File: src/rtl/aes_cone_pkg.sv
// Shared constants for the AES cone pipeline.
//   LANE_W   : bits per lane of in_data
//   X0..X11  : bit positions of the cone inputs inside one lane
//   EV_W     : width of the per-beat gate-event count (up to 16 lanes)
//   mode_e   : cone mode carried with every beat
package aes_cone_pkg;
  localparam int LANE_W = 12;
  localparam int X0  = 0;
  localparam int X1  = 1;
  localparam int X2  = 2;
  localparam int X3  = 3;
  localparam int X4  = 4;
  localparam int X5  = 5;
  localparam int X6  = 6;
  localparam int X7  = 7;
  localparam int X8  = 8;
  localparam int X9  = 9;
  localparam int X10 = 10;
  localparam int X11 = 11;
  localparam int EV_W = 5;

  typedef enum logic {
    MODE_LEGACY = 1'b0,
    MODE_GATED  = 1'b1
  } mode_e;
endpackage

File: src/rtl/aes_cone_pipe_if.sv
// Valid/ready stream bundle for aes_cone_pipe.
//   in_valid/in_ready/in_data/in_mode : input beat (LANES x 12 bits + mode)
//   out_valid/out_ready/out_data      : output beat (one bit per lane)
// master = producer/consumer side (bench), slave = the pipeline.
interface aes_cone_pipe_if #(parameter int LANES = 4);
  logic                  in_valid;
  logic                  in_ready;
  logic [LANES*12-1:0]   in_data;
  logic                  in_mode;
  logic                  out_valid;
  logic                  out_ready;
  logic [LANES-1:0]      out_data;

  modport master (
    output in_valid, in_data, in_mode, out_ready,
    input  in_ready, out_valid, out_data
  );

  modport slave (
    input  in_valid, in_data, in_mode, out_ready,
    output in_ready, out_valid, out_data
  );
endinterface

File: src/rtl/aes_cone_lane.sv
// One lane of the cone: purely combinational.
//   x    : 12-bit lane value
//   mode : legacy (y = ~(x8&x10)) or gated (G also forces y low)
//   y    : lane result bit
//   g    : gate term G, reported for event counting regardless of mode
module aes_cone_lane
  import aes_cone_pkg::*;
(
  input  logic [LANE_W-1:0] x,
  input  mode_e             mode,
  output logic              y,
  output logic              g
);
  logic both;

  assign both = x[X8] & x[X10];
  assign g = ~(x[X1] | x[X11]) & ~x[X3] & ~x[X6] & x[X5] & ~x[X2]
           & x[X4] & x[X7] & ~x[X0] & x[X9];
  assign y = ~(both | (g & (mode == MODE_GATED)));
endmodule

File: src/rtl/aes_cone_pipe.sv
// LANES-wide cone evaluator followed by a STAGES-deep elastic pipeline.
//   clk, rst_n : clock, synchronous active-low reset
//   bus        : valid/ready stream (slave side)
//   cnt_clr    : synchronous clear of gate_cnt (wins over an increment)
//   gate_cnt   : saturating count of gate events seen on accepted gated beats
module aes_cone_pipe
  import aes_cone_pkg::*;
#(
  parameter int LANES  = 4,
  parameter int STAGES = 2,
  parameter int CNT_W  = 16
)(
  input  logic             clk,
  input  logic             rst_n,
  aes_cone_pipe_if.slave   bus,
  input  logic             cnt_clr,
  output logic [CNT_W-1:0] gate_cnt
);
  typedef struct packed {
    mode_e            mode;
    logic [LANES-1:0] y;
  } beat_t;

  localparam int SW = CNT_W + EV_W;

  logic [LANES-1:0][LANE_W-1:0] lane_x;
  logic [LANES-1:0]             lane_y;
  logic [LANES-1:0]             lane_g;
  mode_e                        mode;
  logic                         run_q;
  logic                         accept;
  logic [STAGES:0]              adv;
  logic [STAGES-1:0]            vld;
  beat_t [STAGES-1:0]           pay;
  logic [EV_W-1:0]              ev;
  logic [SW-1:0]                sum;

  assign lane_x = bus.in_data;
  assign mode   = mode_e'(bus.in_mode);

  for (genvar l = 0; l < LANES; l++) begin : g_lane
    aes_cone_lane u_lane (
      .x    (lane_x[l]),
      .mode (mode),
      .y    (lane_y[l]),
      .g    (lane_g[l])
    );
  end

  // Holds in_ready low for the reset cycle and the edge that releases it.
  always_ff @(posedge clk) begin
    if (!rst_n) run_q <= 1'b0;
    else        run_q <= 1'b1;
  end

  // A stage moves when it is empty or its successor moves, so a stall at
  // the tail only backs up through full stages and bubbles fill in.
  assign adv[STAGES] = bus.out_ready;

  for (genvar s = 0; s < STAGES; s++) begin : g_stage
    logic  v_q;
    logic  v_in;
    beat_t p_q;
    beat_t p_in;

    if (s == 0) begin : g_head
      assign v_in      = bus.in_valid & run_q;
      assign p_in.mode = mode;
      assign p_in.y    = lane_y;
    end else begin : g_body
      assign v_in = vld[s-1];
      assign p_in = pay[s-1];
    end

    assign adv[s] = ~v_q | adv[s+1];

    always_ff @(posedge clk) begin
      if (!rst_n) begin
        v_q <= 1'b0;
        p_q <= '0;
      end else if (adv[s]) begin
        v_q <= v_in;
        p_q <= p_in;
      end
    end

    assign vld[s] = v_q;
    assign pay[s] = p_q;
  end

  assign bus.in_ready  = rst_n & run_q & adv[0];
  assign accept        = bus.in_valid & bus.in_ready;
  assign bus.out_valid = vld[STAGES-1];
  assign bus.out_data  = pay[STAGES-1].y;

  // Gate events only count on gated beats; the sum is kept wide so the
  // saturation test sees the true total.
  always_comb begin
    ev = '0;
    for (int l = 0; l < LANES; l++)
      if (lane_g[l] && mode == MODE_GATED) ev = ev + EV_W'(1);
    sum = SW'(gate_cnt) + SW'(ev);
  end

  always_ff @(posedge clk) begin
    if (!rst_n || cnt_clr)
      gate_cnt <= '0;
    else if (accept)
      gate_cnt <= (sum > SW'({CNT_W{1'b1}})) ? {CNT_W{1'b1}} : sum[CNT_W-1:0];
  end
endmodule

File: src/flat_wrapper.sv
// flat-port wrapper written by rule: the top's interface ports become plain ports
module aes_cone_pipe_flat import aes_cone_pkg::*;
#(
  parameter int LANES  = 4,
  parameter int STAGES = 2,
  parameter int CNT_W  = 16
)
  (clk, rst_n, cnt_clr, gate_cnt, bus_in_valid, bus_in_data, bus_in_mode, bus_out_ready, bus_in_ready, bus_out_valid, bus_out_data);
  aes_cone_pipe_if #(.LANES(LANES)) bus_i ();
  input  logic clk;
  input  logic rst_n;
  input  logic cnt_clr;
  output logic [CNT_W-1:0] gate_cnt;
  input wire logic [$bits(bus_i.in_valid)-1:0] bus_in_valid;
  input wire logic [$bits(bus_i.in_data)-1:0] bus_in_data;
  input wire logic [$bits(bus_i.in_mode)-1:0] bus_in_mode;
  input wire logic [$bits(bus_i.out_ready)-1:0] bus_out_ready;
  output wire logic [$bits(bus_i.in_ready)-1:0] bus_in_ready;
  output wire logic [$bits(bus_i.out_valid)-1:0] bus_out_valid;
  output wire logic [$bits(bus_i.out_data)-1:0] bus_out_data;
  assign bus_i.in_valid = bus_in_valid;
  assign bus_i.in_data = bus_in_data;
  assign bus_i.in_mode = bus_in_mode;
  assign bus_i.out_ready = bus_out_ready;
  assign bus_in_ready = bus_i.in_ready;
  assign bus_out_valid = bus_i.out_valid;
  assign bus_out_data = bus_i.out_data;
  aes_cone_pipe #(.LANES(LANES), .STAGES(STAGES), .CNT_W(CNT_W)) u_core (.clk(clk), .rst_n(rst_n), .bus(bus_i), .cnt_clr(cnt_clr), .gate_cnt(gate_cnt));
endmodule
File: config.mk
export PLATFORM = sky130hd
export DESIGN_NAME = aes_cone_pipe_flat
export DESIGN_NICKNAME = d
export VERILOG_FILES = /design/src/rtl/aes_cone_pkg.sv /design/src/rtl/aes_cone_pipe_if.sv /design/src/rtl/aes_cone_lane.sv /design/src/rtl/aes_cone_pipe.sv /design/src/flat_wrapper.sv
export SDC_FILE = /design/constraint.sdc
export NUM_CORES = 1
export LEC_CHECK = 0
export ABC_AREA = 1
export CORE_ASPECT_RATIO = 1.2
export CORE_MARGIN = 2
export CORE_UTILIZATION = 25
export CTS_BUF_LIST = sky130_fd_sc_hd__clkbuf_2
export DETAILED_ROUTE_END_ITERATION = 6
export REMOVE_ABC_BUFFERS = 1
export SYNTH_ARGS = -nofsm -noshare
export SYNTH_HDL_FRONTEND = slang
export SYNTH_HIERARCHICAL = 1
export SYNTH_SLANG_ARGS = --single-unit
File: constraint.sdc
create_clock -name clk -period 4.38 [get_ports clk]
set_clock_uncertainty 0.05 [all_clocks]
set_input_delay 0.657 -clock clk [delete_from_list [all_inputs] [get_ports clk]]
set_output_delay 0.657 -clock clk [all_outputs]
set_load 0.02 [all_outputs]
==> reports/results.tsv <==
metric	value	unit
combPwrFrac	0.204	
path_clk_slew	0.29	ns
cts_resized	0	
setup.worst_path.start_class	primary input	
synth_top_area_cell	dfxtp_1	
ys_seq_area_frac	0.275	
whs	0.455	ns
ys_types	35	
crit_path_top_delay_cell	clkdlybuf4s50_1	
viasPerCell	4.33	
drc	0	
met1Wirelength	2130	um
final_cell_mix	nand2_1, clkdlybuf4s50_1, inv_1, nor2_1, dfxtp_1	
max_freq	259	MHz
core	0.00766	mm2
cts_buffer_depth	2	
gp_congestion	0.834	
place_area	0.00281	mm2
fill_cells	825	
io_pins	76	
max_slew_margin	0.406	
synth_area	0.00196	mm2
worst_pin_slew	0.887	ns
worstHoldPathCells	2	
antenna_cells	0	
setup_violations	0	
swShare	0.272	
hold_end	u_core/g_stage[0].p_q[0]	
synth_cells	326	
crit_type	in -> reg	
ant_nets	0	
cts_num_sinks	27	
dr.max_layer_used	met4	
die_y	101	um
stdcell_area	0.00284	mm2
ys_top_cells_by_area	dfxtp_1, nand2_1, inv_1	
min_path_type	reg -> reg	
ff2ff_setup_slack	2.25	ns
cp_common_cell	nand2_1	
timing.final.crit_share	0.882	
dp.cells	492	
reg2reg_to	u_core/gate_cnt[7]	
met3_length	274	um
setup_tns	0	ns
row_count	35	
met2WireLength	2780	um
ys_ff_latch	27	
io_buffer_count	75	
power.leakage	0.00138	uW
critPathArrivalTime	4.14	ns
final_common_cell	nand2_1	
power.internal	333	uW
power_frac_seq	0.564	
min_period	3.86	ns
grt.total_usage	0.124	
dpl.hpwl	4290	um
clkLatencyLatePin	0.38	ns
start_util	0.256	
grt_overflow	0	
cp_slowest_stage_delay	0.45	ns
initialDrtViolationCount	97	
required	4.66	ns
p_sw	124	uW
ctsHoldBuffers	0	
cts.htree.levels	1	
synth_top_area_share	0.275	
area_growth	44.4	%
cts_buffers	3	
grt_max_degree	23	
finalHoldViolCount	0	
antenna_found_initial	0	
dr_total_vias	2149	
min_from	u_core/g_stage[0].p_q[0]	
final_cell_count_no_fill	496	
pwr-share-clk	0.232	
crit_buf_inv	7	
cp-end-kind	flop	
powerDensity	161	mW/mm2
syn_avg_cell_area	6.03	um2
wire_per_inst	10.5	um
grt_setup_unrepaired	no	
cts_root_buf	clkbuf_2	
status	completed	
die_area	0.00859	mm2
crit_family	simple AND/OR/NAND/NOR gates	
max-vdd-ir-drop	0.000130	V
max-cap-violations	0	
grt_pass1_wl	8730	um
cp_max_fo	3	
dr.pass1.iters	4	
fin_util	0.370	
cts_setup_buffers	0	
die_w	84.9	um
drive_gt1_frac	0.0545	
routed_wl	5200	um
reg2reg_from	u_core/gate_cnt[0]	
fin_nets	467	
tritoncts	yes	
grt_pass1_vias	2065	
synth_warnings	6	
slew_violations	0	
r2r_cells	11	
[cells in the mapped netlist]
cell type and n:
or2_1 2, o22ai_1 1, inv_2 1, o21ai_1 2, a21oi_2 1, nand2_4 1
inv_1 63, nand3b_1 3, ha_1 7, and2_1 2, nor3_1 2, conb_1 1
buf_6 3, nand3_4 1, dfxtp_1 27, buf_2 1, nand3_1 26, nand2_1 99
or2_2 2, nand4_1 3, nor2_1 44, xnor2_1 3, a31oi_1 4, nor2_4 1
nor2_2 1, nand2_2 1, clkinv_1 1, a31oi_2 1, nor3_2 1, a21oi_1 6
nand3_2 3, o21ai_0 8, xor2_1 2, clkinv_2 1, fa_1 1
[through the flow]
step	worst slack (ns)	total power, uW
2_1_floorplan	0.809	293
4_1_cts	0.511	463
6_report	0.517	457
5_1_grt	0.235	481
3_3_place_gp	0.155	355
3_5_place_dp	0.0652	356
[logic make-up after synthesis]
kind of cell    share of synthesized area
xor+xnor                           0.0223
compound gates                     0.0675
buf+inv                             0.146
simple gates                        0.432
flops                               0.275
other cells                       0.00191
fa+ha+maj                          0.0548
[how the worst max path moves through the flow]
stage	to	cells after the start	start	slack (ns)
6_report	u_core/gate_cnt[11]	26	bus_in_data[3]	0.52
5_1_grt	u_core/gate_cnt[11]	26	bus_in_data[15]	0.23
4_1_cts	u_core/gate_cnt[11]	26	bus_in_data[3]	0.51
3_5_place_dp	u_core/gate_cnt[11]	26	bus_in_data[3]	0.07
3_3_place_gp	u_core/gate_cnt[7]	24	bus_in_data[3]	0.15
2_1_floorplan	u_core/gate_cnt[11]	25	bus_in_data[3]	0.81
[layer usage]
metal  GRT usage  up-vias
li1            -     1144
met4      0.0256        0
met1       0.130      935
met3      0.0238        4
met5           0        -
met2       0.252       66
[flip-flops by register name, summed over array words and instances, names as in the netlist]
register              cells
u_core/gate_cnt          16
u_core/bus.out_data       4
u_core/g_stage.p_q        4
u_core/bus.out_valid      1
u_core/g_stage.v_q        1
u_core/run_q              1
[tightest hold or removal path: stages, from the launching register on]
cell     delay (ns)
dfxtp_1        0.38
nand3_1        0.07
a21oi_1        0.05
[cell type report]
cell class	count	area [um2]	share of cell area
well taps	92	115	0.0406
repair buffers	78	773	0.273
flip-flops and latches	27	541	0.191
inverters	66	249	0.0878
clock buffers	3	15.0	0.00529
clock inverters	1	7.51	0.00265
multi-input cells	229	1140	0.401
[power groups by stage]
| stage | sequential, uW | clock [uW] | combinational (uW) |
|---|---|---|---|
| after floorplan | 265 | 0 | 28.3 |
| after CTS | 258 | 111 | 94.3 |
| after global routing | 259 | 120 | 102 |
| after global placement | 262 | 0 | 93.0 |
| after detailed placement | 262 | 0 | 94.0 |
| final | 258 | 106 | 93.3 |
Power figures use the tool's default switching activity.
